[src/rtl/lat_run_sequencer_if.sv]
// Control/status bundle between the register block, the run sequencer,
// and the GT reset / latency-capture logic.
interface lat_run_sequencer_if;
  logic        start;
  logic        abort;
  logic [15:0] pkt_cnt;
  logic        link_stable;
  logic [15:0] lat_pending;
  logic [31:0] lat_delta_idx;
  logic        gtwiz_reset_all;
  logic        lat_clear;
  logic        lat_enable;
  logic        busy;
  logic        done;
  logic [2:0]  err_code;

  modport master (
    output start, abort, pkt_cnt,
    output link_stable, lat_pending, lat_delta_idx,
    input  gtwiz_reset_all, lat_clear, lat_enable,
    input  busy, done, err_code
  );

  modport slave (
    input  start, abort, pkt_cnt,
    input  link_stable, lat_pending, lat_delta_idx,
    output gtwiz_reset_all, lat_clear, lat_enable,
    output busy, done, err_code
  );
endinterface

[src/rtl/lat_run_sequencer.sv]
// lat_run_sequencer: one latency run (GT reset, link wait, clear, capture,
// drain) started by a single pulse, reporting busy/done/err_code.
// Ports: aclk, areset (sync, active high), bus (slave modport):
//   in  start abort pkt_cnt link_stable lat_pending lat_delta_idx
//   out gtwiz_reset_all lat_clear lat_enable busy done err_code
// Macro LAT_SEQ_GT_RESET_EN builds the RESET state; otherwise a start
// goes straight to WAIT_LINK and gtwiz_reset_all is tied low.
module lat_run_sequencer #(
  parameter int unsigned      RST_CYCLES = 16,
  parameter int unsigned      TMO_W      = 24,
  parameter logic [TMO_W-1:0] LINK_TMO   = TMO_W'(24'hFF_FFFF),
  parameter logic [TMO_W-1:0] RUN_TMO    = TMO_W'(24'hFF_FFFF),
  parameter logic [TMO_W-1:0] DRAIN_TMO  = TMO_W'(24'h00_FFFF)
) (
  input logic                aclk,
  input logic                areset,
  lat_run_sequencer_if.slave bus
);

  typedef enum logic [2:0] {
    S_IDLE,
    S_RESET,
    S_WAIT,
    S_CLEAR,
    S_RUN,
    S_DRAIN,
    S_FINISH
  } state_e;

  localparam logic [2:0] E_LINK_TMO  = 3'd1;
  localparam logic [2:0] E_LINK_LOST = 3'd2;
  localparam logic [2:0] E_RUN_TMO   = 3'd3;
  localparam logic [2:0] E_DRAIN_TMO = 3'd4;
  localparam logic [2:0] E_ABORT     = 3'd5;

`ifdef LAT_SEQ_GT_RESET_EN
  localparam logic [TMO_W-1:0] RstLast =
    TMO_W'(RST_CYCLES - 1);
  localparam state_e StartNext = S_RESET;
  logic gt_q;
`else
  localparam state_e StartNext = S_WAIT;
`endif

  state_e           state_q, state_d;
  logic [TMO_W-1:0] tmr_q, tmr_d;
  logic [15:0]      pkt_q, pkt_d;
  logic [2:0]       err_q, err_d, ev;
  logic             clr_q, en_q, busy_q, done_q;

  // tmr counts cycles already spent in the state, so the limit is
  // reached in the cycle where tmr+1 equals it.
  function automatic logic expired(
    input logic [TMO_W-1:0] t,
    input logic [TMO_W-1:0] lim
  );
    return ({1'b0, t} + (TMO_W+1)'(1)) >= {1'b0, lim};
  endfunction

  always_comb begin
    state_d = state_q;
    pkt_d   = pkt_q;
    err_d   = err_q;
    ev      = '0;
    tmr_d   = tmr_q;
    unique case (state_q)
      S_IDLE: begin
        if (bus.start) begin
          state_d = StartNext;
          pkt_d   = bus.pkt_cnt;
          err_d   = '0;
        end
      end
`ifdef LAT_SEQ_GT_RESET_EN
      S_RESET: begin
        if (tmr_q == RstLast) state_d = S_WAIT;
      end
`endif
      S_WAIT: begin
        if (bus.link_stable) begin
          state_d = S_CLEAR;
        end else if (expired(tmr_q, LINK_TMO)) begin
          ev      = E_LINK_TMO;
          state_d = S_FINISH;
        end
      end
      S_CLEAR: state_d = S_RUN;
      S_RUN: begin
        if (bus.lat_delta_idx >= {16'b0, pkt_q}) begin
          state_d = S_DRAIN;
        end else if (expired(tmr_q, RUN_TMO)) begin
          ev      = E_RUN_TMO;
          state_d = S_DRAIN;
        end
      end
      S_DRAIN: begin
        if (bus.lat_pending == '0) begin
          state_d = S_FINISH;
        end else if (expired(tmr_q, DRAIN_TMO)) begin
          ev      = E_DRAIN_TMO;
          state_d = S_FINISH;
        end
      end
      S_FINISH: state_d = S_IDLE;
      default:  state_d = S_IDLE;
    endcase

    // Overrides, weakest first: link loss, then abort.
    if (!bus.link_stable &&
        (state_q inside {S_CLEAR, S_RUN, S_DRAIN})) begin
      ev      = E_LINK_LOST;
      state_d = S_FINISH;
    end
    if (bus.abort &&
        (state_q inside {S_RESET, S_WAIT, S_CLEAR,
                         S_RUN, S_DRAIN})) begin
      ev      = E_ABORT;
      state_d = S_FINISH;
    end

    // First error of a run sticks.
    if (ev != '0 && err_q == '0) err_d = ev;

    if (state_d != state_q) tmr_d = '0;
    else if (!(&tmr_q))     tmr_d = tmr_q + TMO_W'(1);
  end

  always_ff @(posedge aclk) begin
    if (areset) begin
      state_q <= S_IDLE;
      tmr_q   <= '0;
      pkt_q   <= '0;
      err_q   <= '0;
      clr_q   <= 1'b0;
      en_q    <= 1'b0;
      busy_q  <= 1'b0;
      done_q  <= 1'b0;
`ifdef LAT_SEQ_GT_RESET_EN
      gt_q    <= 1'b0;
`endif
    end else begin
      state_q <= state_d;
      tmr_q   <= tmr_d;
      pkt_q   <= pkt_d;
      err_q   <= err_d;
      clr_q   <= (state_d == S_CLEAR);
      en_q    <= (state_d == S_RUN);
      busy_q  <= (state_d != S_IDLE);
      done_q  <= (state_d == S_FINISH);
`ifdef LAT_SEQ_GT_RESET_EN
      gt_q    <= (state_d == S_RESET);
`endif
    end
  end

`ifdef LAT_SEQ_GT_RESET_EN
  assign bus.gtwiz_reset_all = gt_q;
`else
  assign bus.gtwiz_reset_all = 1'b0;
`endif
  assign bus.lat_clear  = clr_q;
  assign bus.lat_enable = en_q;
  assign bus.busy       = busy_q;
  assign bus.done       = done_q;
  assign bus.err_code   = err_q;

endmodule

[src/flat_wrapper.sv]
// flat-port wrapper written by rule: the top's interface ports become plain ports
module lat_run_sequencer_flat 
#(
  parameter int unsigned      RST_CYCLES = 16,
  parameter int unsigned      TMO_W      = 24,
  parameter logic [TMO_W-1:0] LINK_TMO   = TMO_W'(24'hFF_FFFF),
  parameter logic [TMO_W-1:0] RUN_TMO    = TMO_W'(24'hFF_FFFF),
  parameter logic [TMO_W-1:0] DRAIN_TMO  = TMO_W'(24'h00_FFFF)
)
  (aclk, areset, bus_start, bus_abort, bus_pkt_cnt, bus_link_stable, bus_lat_pending, bus_lat_delta_idx, bus_gtwiz_reset_all, bus_lat_clear, bus_lat_enable, bus_busy, bus_done, bus_err_code);
  lat_run_sequencer_if bus_i ();
  input logic aclk;
  input logic areset;
  input wire logic [$bits(bus_i.start)-1:0] bus_start;
  input wire logic [$bits(bus_i.abort)-1:0] bus_abort;
  input wire logic [$bits(bus_i.pkt_cnt)-1:0] bus_pkt_cnt;
  input wire logic [$bits(bus_i.link_stable)-1:0] bus_link_stable;
  input wire logic [$bits(bus_i.lat_pending)-1:0] bus_lat_pending;
  input wire logic [$bits(bus_i.lat_delta_idx)-1:0] bus_lat_delta_idx;
  output wire logic [$bits(bus_i.gtwiz_reset_all)-1:0] bus_gtwiz_reset_all;
  output wire logic [$bits(bus_i.lat_clear)-1:0] bus_lat_clear;
  output wire logic [$bits(bus_i.lat_enable)-1:0] bus_lat_enable;
  output wire logic [$bits(bus_i.busy)-1:0] bus_busy;
  output wire logic [$bits(bus_i.done)-1:0] bus_done;
  output wire logic [$bits(bus_i.err_code)-1:0] bus_err_code;
  assign bus_i.start = bus_start;
  assign bus_i.abort = bus_abort;
  assign bus_i.pkt_cnt = bus_pkt_cnt;
  assign bus_i.link_stable = bus_link_stable;
  assign bus_i.lat_pending = bus_lat_pending;
  assign bus_i.lat_delta_idx = bus_lat_delta_idx;
  assign bus_gtwiz_reset_all = bus_i.gtwiz_reset_all;
  assign bus_lat_clear = bus_i.lat_clear;
  assign bus_lat_enable = bus_i.lat_enable;
  assign bus_busy = bus_i.busy;
  assign bus_done = bus_i.done;
  assign bus_err_code = bus_i.err_code;
  lat_run_sequencer #(.RST_CYCLES(RST_CYCLES), .TMO_W(TMO_W), .LINK_TMO(LINK_TMO), .RUN_TMO(RUN_TMO), .DRAIN_TMO(DRAIN_TMO)) u_core (.aclk(aclk), .areset(areset), .bus(bus_i));
endmodule
[config.mk]
export PLATFORM = sky130hd
export DESIGN_NAME = lat_run_sequencer_flat
export DESIGN_NICKNAME = d
export VERILOG_FILES = /design/src/rtl/lat_run_sequencer_if.sv /design/src/rtl/lat_run_sequencer.sv /design/src/flat_wrapper.sv
export SDC_FILE = /design/constraint.sdc
export NUM_CORES = 1
export LEC_CHECK = 0
export CAP_MARGIN = 20
export CORE_AREA = 2 2 78 95
export DETAILED_ROUTE_END_ITERATION = 10
export DIE_AREA = 0 0 80 97
export PLACE_DENSITY = 0.87
export SLEW_MARGIN = 20
export SYNTH_ARGS = -nofsm -noshare
export SYNTH_HDL_FRONTEND = slang
export SYNTH_SLANG_ARGS = --single-unit
[constraint.sdc]
create_clock -name aclk -period 3.8 [get_ports aclk]
set_clock_uncertainty 0.05 [all_clocks]
set_input_delay 0.95 -clock aclk [delete_from_list [all_inputs] [get_ports aclk]]
set_output_delay 0.95 -clock aclk [all_outputs]
set_load 0.1 [all_outputs]
==> flow_summary.json <==
{
  "clockBufferDepth": 2,
  "fmax_mhz": 275,
  "async_flop_share": 0,
  "grt_pass1_wl_um": 15000,
  "drt-initial-drc-count": 198,
  "crit_top_cell": "buf_4",
  "hold_buffers": 0,
  "ir_worst_vdd_mv": 0.200,
  "stdcell_count": 609,
  "finalPower_mw": 1.14,
  "crit_chain": "clkdlybuf4s50_1, inv_1, ha_1, nand2b_1, a2111oi_2, o211ai_1, and2_1, o21ai_2, a21boi_0, o31ai_1, buf_4, o311ai_4, buf_4, nor2_1",
  "hp-start": "u_core.pkt_q[13]",
  "drive_above_1_share": 0.102,
  "io_buffers": 75,
  "nNetsFinal": 609,
  "setup_viol": 0,
  "area_delta_synth_final_pct": 29.7,
  "clk_pin_slew_ps": 90,
  "clockRootBuffer": "clkbuf_8",
  "antenna_found_initial": 0,
  "start_kind": "primary input",
  "yosys_warnings": 0,
  "clk_latency_ps": 300,
  "path_buf_inv": 4,
  "tightestPinTransition_ps": 991,
  "synth_top_area_frac": 0.294,
  "num_vias": 3546,
  "critPathTopFamily": "compound AO/OA/AOI/OAI gates",
  "die_w_um": 80,
  "h-tree-depth": 2,
  "synth-edff-count": 0,
  "dieArea_sq_um": 7760,
  "drtAntennaViolNets": 0,
  "numCtsBuffers": 5,
  "place_hpwl_um": 7090,
  "synth_nets": 530,
  "synth-main-ff-cell": "dfxtp_1",
  "synth_top_cell_by_area": "dfxtp_1",
  "grtUsageTotal": 0.233,
  "grt_max_degree": 27,
  "period_share": 0.957,
  "cpPeakStageDelay_ps": 460,
  "cap_viol_max_count": 0,
  "reg2reg_from": "u_core.tmr_q[1]",
  "cts_tree": "yes",
  "die_h_um": 97,
  "required_ps": 3990,
  "holdWs_ps": 408,
  "ios": 77,
  "synth_area_sq_um": 3400,
  "slew_violations": 0,
  "yosys-top-cells-area": "dfxtp_1, ha_1, nand2_1, a21oi_1, nor2_1",
  "hold_viol_final": 0,
  "fp-row-count": 33,
  "worst-setup-path-type": "primary input to flop",
  "final_util": 0.652,
  "clock-sinks": 50,
  "first_pass_iters": 5,
  "place_inst": 601,
  "core_region_area_sq_um": 6770,
  "worstPathArrival_ps": 3820,
  "outcome": "completed",
  "diodes": 0,
  "grt_pass1_vias": 3407,
  "yosysSeqAreaShare": 0.294,
  "fillCellCount": 556,
  "min_period_ps": 3640,
  "crit_slowest_cell": "clkdlybuf4s50_1",
  "startpoint": "bus_lat_delta_idx[0]",
  "gp_congestion": 0.887,
  "ys_ff_latch": 50,
  "hp-class": "flop to flop",
  "synthCells": 442,
  "drcViolationCount": 0,
  "p_leak_nw": 1.59,
  "power_density_nw_per_um2": 258,
  "grt_setup_unrepaired": "false",
  "path_max_fanout": 7,
  "start_util": 0.503,
  "relSlewSlack": 0.337,
  "drt_wl_total_um": 9200,
  "synth_area_per_cell_sq_um": 7.70,
  "yosysUniqueCellTypes": 60,
  "wl_per_cell_um": 15.1,
  "gr-total-overflow": 0,
  "avgViaCountPerCell": 5.82,
  "cp-end-kind": "flop"
}
## stage by stage
stage	setup TNS [ps]	area, sq um	setup WS (ps)
finish	0	4420	165
detailed placement	-5490	4310	-270
CTS	0	4400	26.0
floorplan	0	3400	426
global route	0	4420	0.808
global placement	-2030	4310	-116
## flip-flops by register name (all words and copies together), names as in the netlist
register and cells:
u_core.tmr_q 24, u_core.pkt_q 16, u_core.bus.err_code 3, u_core.state_q 3, u_core.bus.busy 1, u_core.bus.done 1, u_core.bus.lat_clear 1, u_core.bus.lat_enable 1
## final cells by class
| cell class | instances | area [sq um] | area share |
|---|---|---|---|
| Inverter | 25 | 93.8 | 0.0213 |
| Clock buffer | 6 | 72.6 | 0.0164 |
| Sequential cell | 50 | 1000 | 0.227 |
| Timing Repair Buffer | 95 | 913 | 0.207 |
| Tap cell | 87 | 109 | 0.0247 |
| Clock inverter | 2 | 13.8 | 0.00312 |
| Multi-Input combinational cell | 344 | 2210 | 0.501 |
## cell usage after synthesis (all sizes together), types with 8 or more instances
cell     n
nor2    45
clkbuf  15
ha      19
xnor2   14
nand4   21
nor4    12
o21ai   15
inv     24
nand2   63
nor3    15
buf      8
a21oi   44
nand3   16
dfxtp   50
## power by group
part | switching, mW | internal [mW] | leakage [nW]
combinational | 0.138 | 0.137 | 1.14
clock | 0.174 | 0.130 | 0.0452
sequential | 0.0170 | 0.543 | 0.406
## cell families after synthesis
family                     count (synthesis)  share of synthesized area
muxes                                      1                    0.00294
other                                      1                    0.00110
buffers and inverters                     48                     0.0621
adders and majority gates                 20                     0.0728
xor gates and xnor gates                  19                     0.0489
and+or+nand+nor                          208                      0.316
DFF                                       50                      0.294
AOI/OAI and AO/OA                         95                      0.203
## placed cells by master, fill, tap and decap left out, types with 11 or more instances in the layout
master | synthesis | final
clkdlybuf4s50_1 | 0 | 75
o21ai_0 | 14 | 13
nand4_1 | 18 | 18
dfxtp_1 | 50 | 50
inv_1 | 24 | 24
a21oi_1 | 35 | 35
nand3_1 | 16 | 16
ha_1 | 19 | 18
nor3_1 | 15 | 15
nand2_1 | 63 | 63
xnor2_1 | 14 | 14
buf_4 | 2 | 19
nor2_1 | 44 | 44
nor4_1 | 11 | 11
## tightest hold or removal path: cells and delay by family, from the launching register on
kind	cells	cell delay [ps]
AO/OA/AOI/OAI	1	50
flip-flops	1	320
AND/OR/NAND/NOR	1	50
## timing repair
| action | in CTS | in global routing |
|---|---|---|
| hold endpoints to repair | 0 | 0 |
| setup buffers | 0 | 0 |
| gates resized for setup | 1 | 5 |
| pin swaps | 0 | 0 |
| endpoints found under the setup margin | 1 | 25 |
## routing by layer
layer	track usage	vias to the layer above	wire length [um]	share of wire
li1	-	1735	-	-
met1	0.263	1652	3730	0.41
met2	0.435	132	4670	0.51
met3	0.0326	27	563	0.061
met4	0.0756	0	228	0.025
met5	0	-	0	0
## path summary, 6_finish.rpt
check	endpoint	slack, ps	cells after the start
worst max-delay path	u_core.tmr_q[16]	160	14
worst min-delay path	u_core.pkt_q[13]	410	2
worst max register to register	u_core.tmr_q[16]	190	11
worst min register to register	u_core.pkt_q[13]	410	2
Power figures use the tool's default switching activity.
